`config.mk`:
```
export PLATFORM = sky130hd
export DESIGN_NAME = alu_regfile_core
export DESIGN_NICKNAME = d
export VERILOG_FILES = /design/src/rtl/alu_regfile_core.sv
export SDC_FILE = /design/constraint.sdc
export NUM_CORES = 2
export LEC_CHECK = 0
export ABC_AREA = 1
export BUFFER_PORTS_ARGS = -buffer_cell sky130_fd_sc_hd__buf_2
export CORE_ASPECT_RATIO = 0.9
export CORE_UTILIZATION = 40
export CTS_BUF_LIST = sky130_fd_sc_hd__clkbuf_16
export CTS_CLUSTER_SIZE = 30
export DETAILED_ROUTE_END_ITERATION = 8
export GPL_ROUTABILITY_DRIVEN = 1
export PLACE_DENSITY = 0.64
export SLEW_MARGIN = 0
export SYNTH_ARGS = -nofsm -noshare
export SYNTH_HDL_FRONTEND = slang
export SYNTH_SLANG_ARGS = --single-unit
```
`constraint.sdc`:
```
create_clock -name clk -period 20.4 [get_ports clk]
set_input_delay 4.08 -clock clk [delete_from_list [all_inputs] [get_ports clk]]
set_output_delay 4.08 -clock clk [all_outputs]
set_load 0.005 [all_outputs]
```
`src/rtl/alu_regfile_core.sv`:
```
// Register file (x0 tied to zero) feeding a 4-bit-opcode ALU for the single-cycle datapath.
// Reads and the ALU are combinational; writes land at the rising clock edge.

module alu_regfile_reg #(
  parameter int DATAWIDTH = 32
) (
  input  logic                 clk,
  input  logic                 rst,
  input  logic                 we,
  input  logic [DATAWIDTH-1:0] d,
  output logic [DATAWIDTH-1:0] q
);
  always_ff @(posedge clk or negedge rst) begin
    if (!rst)    q <= '0;
    else if (we) q <= d;
  end
endmodule

module alu_regfile_alu #(
  parameter int DATAWIDTH = 32
) (
  input  logic [DATAWIDTH-1:0] op1,
  input  logic [DATAWIDTH-1:0] op2,
  input  logic [3:0]           alu_op,
  output logic [DATAWIDTH-1:0] result
);
  localparam int SHW = $clog2(DATAWIDTH);

  localparam logic [3:0] OP_AND = 4'b0000;
  localparam logic [3:0] OP_OR  = 4'b0001;
  localparam logic [3:0] OP_ADD = 4'b0010;
  localparam logic [3:0] OP_SUB = 4'b0110;
  localparam logic [3:0] OP_SLT = 4'b0111;
  localparam logic [3:0] OP_SRL = 4'b1000;
  localparam logic [3:0] OP_SLL = 4'b1001;
  localparam logic [3:0] OP_SRA = 4'b1010;
  localparam logic [3:0] OP_XOR = 4'b1101;

  // only the low bits of op2 steer shifts; upper bits are ignored
  logic [SHW-1:0] shamt;
  logic           slt;

  assign shamt = op2[SHW-1:0];
  assign slt   = $signed(op1) < $signed(op2);

  always_comb begin
    result = '0;
    case (alu_op)
      OP_AND:  result = op1 & op2;
      OP_OR:   result = op1 | op2;
      OP_ADD:  result = op1 + op2;
      OP_SUB:  result = op1 - op2;
      OP_SLT:  result = {{(DATAWIDTH-1){1'b0}}, slt};
      OP_SRL:  result = op1 >> shamt;
      OP_SLL:  result = op1 << shamt;
      OP_SRA:  result = $signed(op1) >>> shamt;
      OP_XOR:  result = op1 ^ op2;
      default: result = '0;
    endcase
  end
endmodule

module alu_regfile_core #(
  parameter int DATAWIDTH = 32,
  parameter int ADDRWIDTH = 5
) (
  input  logic                 clk,
  input  logic                 rst,
  input  logic                 write,
  input  logic [ADDRWIDTH-1:0] readReg1,
  input  logic [ADDRWIDTH-1:0] readReg2,
  input  logic [ADDRWIDTH-1:0] writeReg,
  input  logic [DATAWIDTH-1:0] writeData,
  input  logic                 alu_src,
  input  logic [DATAWIDTH-1:0] imm,
  input  logic [3:0]           alu_op,
  output logic [DATAWIDTH-1:0] readData1,
  output logic [DATAWIDTH-1:0] readData2,
  output logic [DATAWIDTH-1:0] result,
  output logic                 zero
);
  localparam int NREG = 2**ADDRWIDTH;

  logic [NREG-1:0][DATAWIDTH-1:0] regs;
  logic [DATAWIDTH-1:0]           op2;

  // x0 has no storage, so writes to it vanish and reads return zero
  assign regs[0] = '0;

  genvar gi;
  generate
    for (gi = 1; gi < NREG; gi++) begin : g_reg
      logic we;
      assign we = write && (writeReg == ADDRWIDTH'(gi));
      alu_regfile_reg #(.DATAWIDTH(DATAWIDTH)) u_reg (
        .clk (clk),
        .rst (rst),
        .we  (we),
        .d   (writeData),
        .q   (regs[gi])
      );
    end
  endgenerate

  assign readData1 = regs[readReg1];
  assign readData2 = regs[readReg2];
  assign op2       = alu_src ? imm : readData2;

  alu_regfile_alu #(.DATAWIDTH(DATAWIDTH)) u_alu (
    .op1    (readData1),
    .op2    (op2),
    .alu_op (alu_op),
    .result (result)
  );

  assign zero = (result == '0);
endmodule

```
==> summary.md <==
| Metric | Value |
|---|---|
| Antenna Nets Post-Route | 0 |
| CP bufs+invs | 7 |
| Setup TNS | 0 ns |
| CTS tree | yes |
| Clock Pin Slew Worst Setup and Hold Paths | 0.06 ns |
| Mean Syn Cell Area | 6.82 um2 |
| Site Rows | 137 |
| Final worst-path cycle share | 0.797 |
| Placer Congestion | 1.02 |
| GRT Total Usage | 0.338 |
| Initial Util | 0.404 |
| Worst path max stage delay | 0.82 ns |
| DR vias/cell | 6.10 |
| Initial antenna violation count | 10 |
| CTS root buf | clkbuf_16 |
| Number of DRC markers in iteration 0 | 10100 |
| Main synth FF type | dfrtp_1 |
| WL per Instance | 25.0 um |
| Most repeated cell in the gate-level netlist after synthesis | nand2_1 |
| Register area share after synthesis | 0.395 |
| Most common cell on crit path | nand2_1 |
| Num ports | 184 |
| Placed cell area | 64200 um2 |
| Synth warnings | 0 |
| Final wirelength | 275 mm |
| Cell taking the most area after synthesis | dfrtp_1 |
| Final setup viols | 0 |
| Die X | 420 um |
| Tightest Pin Transition | 1.27 ns |
| Design area | 67600 um2 |
| Fill cells | 16200 |
| Synth Area in Simple Gates | 0.303 |
| Largest regs | g.u_reg.q: 992 flops |
| Vias in the first global route | 62000 |
| WHS | 0.486 ns |
| Die height | 378 um |
| Maxcap violations | 0 |
| Max reg flops | 992 |
| Top reg by flops | g.u_reg.q |
| Main combinational cell family by area after synthesis | simple AND/OR/NAND/NOR gates |
| Fin crit period | 16.27 ns |
| Critical path fanouts, max | 175 |
| Synth Register Bits | 992 |
| Cell family with most CP delay | simple AND/OR/NAND/NOR gates |
| P per Cell Area | 90.8 nW/um2 |
| Synth Area in XOR/XNOR | 0.000836 |
| Post-synthesis mux area share | 0 |
| Post-synth EDFFs | 0 |
| Synth area leaders | dfrtp_1 40%, nand2_1 15%, o21ai_0 13% |
| Mapped Area | 62800 um2 |
| Yosys cell types | 52 |
| Layout Skew | 0 ns |
| Fmax | 0.0615 GHz |
| Peak supply drop | 0.0737 mV |
| IO Port Bufs | 183 |
| Syn-to-layout area delta | 7.60% |
| Crit. End Element | output pin |
| Post-synthesis cell count | 9219 |
| Sink Count | 992 |
| Slew headroom | 0.156 |
| FFs w/ async S/R, synth | 1.00 |
| 1st-pass router iterations | 8 |
| Via count | 67100 |
| Yosys top cell area share | 0.395 |
| Final net count | 8995 |
| Critical Path AT | 12.19 ns |
| Skew-Pair Late Insertion Delay | 0.75 ns |
| Number of CTS-inserted buffers | 105 |
| Global-route wire length before repair | 407 mm |
| RSZ-0062 raised after global routing | no |
| Lkg Pwr | 31.2 nW |
| DP HPWL | 162 mm |
| Post_cts resized | 0 |
| Mapped Nets | 9405 |
| Core area | 155000 um2 |
| Fin. Hold Viols | 0 |
| Complex-gate fraction of the synthesized area | 0.205 |
| Critical path class | input port to output pin |
| CP required | 16.32 ns |
| Post-synth top cells | 2586 x nand2_1, 1672 x o21ai_0, 1274 x nand3_1, 992 x dfrtp_1, 644 x nor2_1 |
| Largest net degree at the start of global routing | 183 |
| Max-slew violations | 0 |
| DRC | 0 |
| Adder-Cell Fraction of Synth Area | 0.0200 |
| Clock Path Buffers | 3 |
| Share of cells above drive strength 1 | 0.0585 |
| Status | finished clean |
| Gr ovfl total | 0 |
| Slowest-stage cell, CP | clkinv_8 |
| Post-CTS setup repair buffer count | 0 |
| Worst min path class | register to register |
| CTS Hold Bufs | 0 |
| Crit start category | input port |
| H-tree depth | 3 |
| Total Die Area | 159000 um2 |
==> cell families (layout without fill, tap and decap cells) <==
family,Yosys count,after routing
DFF,992,992
and+or+nand+nor,4585,4585
buffers and inverters,1170,853
adders and majority gates,99,99
xor gates and xnor gates,6,6
AOI/OAI and AO/OA,2367,2367
other,0,6
==> worst reg2reg max path: cells and delay by family, from the launching register on <==
family | cells | cell delay [ns]
DFF | 1 | 0.40
AOI/OAI and AO/OA | 1 | 0.13
and+or+nand+nor | 1 | 0.07
==> per-layer routing <==
metal	share of wire	global-route usage	up-vias
met5	0.00021	0	-
met4	0.050	0.156	10
met3	0.11	0.0718	730
met2	0.43	0.502	4235
met1	0.42	0.468	31900
li1	-	-	30200
==> cells in the final DEF, fill, tap and decap left out, types with 7 or more instances in the layout <==
master / count
clkinv_2: 22
ha_1: 97
nand3_1: 1269
a21oi_1: 299
o21ai_1: 23
o22ai_1: 56
clkinv_1: 22
or2_2: 13
o21ai_0: 1672
nor2_1: 642
clkbuf_16: 107
nor3_1: 17
a21o_1: 8
nand2_2: 9
inv_2: 9
clkinvlp_4: 7
inv_1: 378
buf_4: 94
nor4_1: 7
nand4_1: 17
nand2_4: 27
a31oi_1: 13
nand2_1: 2559
bufinv_16: 8
buf_2: 174
o211ai_1: 132
dfrtp_1: 992
o221ai_1: 122
==> layout make-up <==
class	instances	area, um2	share of cell area
repair buffers	281	1790	0.0265
clock buffers	107	2680	0.0396
inverters	372	1450	0.0214
well taps	2085	2610	0.0386
flip-flops and latches	992	24800	0.367
multi-input cells	7057	33500	0.495
clock inverters	93	749	0.0111
diodes	6	15.0	0.000222
==> through the flow <==
| stage | power [W] | std cells | worst slack, ns | utilization |
|---|---|---|---|---|
| floorplan | 0.00362 | 9219 | 7.83 | - |
| global placement | 0.00413 | 10800 | 4.61 | 0.413 |
| detailed placement | 0.00416 | 10800 | 4.44 | 0.413 |
| CTS | 0.00611 | 11000 | 4.42 | 0.435 |
| global route | 0.00646 | 11000 | 3.72 | 0.435 |
| finish | 0.00614 | 11000 | 4.13 | 0.435 |
==> power by group <==
| part | leakage, nW | total, W | internal [W] | switching [W] |
|---|---|---|---|---|
| Sequential | 12.9 | 0.00262 | 0.00234 | 0.000284 |
| Combinational | 16.6 | 0.00156 | 0.000500 | 0.00106 |
| Clock | 1.76 | 0.00196 | 0.00106 | 0.000895 |
| Total | 31.2 | 0.00614 | 0.00390 | 0.00224 |
==> worst paths after layout <==
kind                            cells after the start                     to             startpoint  slack, ns
worst min-delay path                                2   g_reg[3].u_reg.q[21]   g_reg[3].u_reg.q[21]       0.49
worst max register to register                      2  g_reg[13].u_reg.q[23]  g_reg[13].u_reg.q[23]      19.61
worst min register to register                      2   g_reg[3].u_reg.q[21]   g_reg[3].u_reg.q[21]       0.49
min in group asynchronous                           1   g_reg[18].u_reg.q[2]                    rst       3.37
worst max-delay path                               33                   zero            readReg1[0]       4.13
max in group asynchronous                           4  g_reg[23].u_reg.q[24]                    rst      13.64
Power figures use the tool's default switching activity.
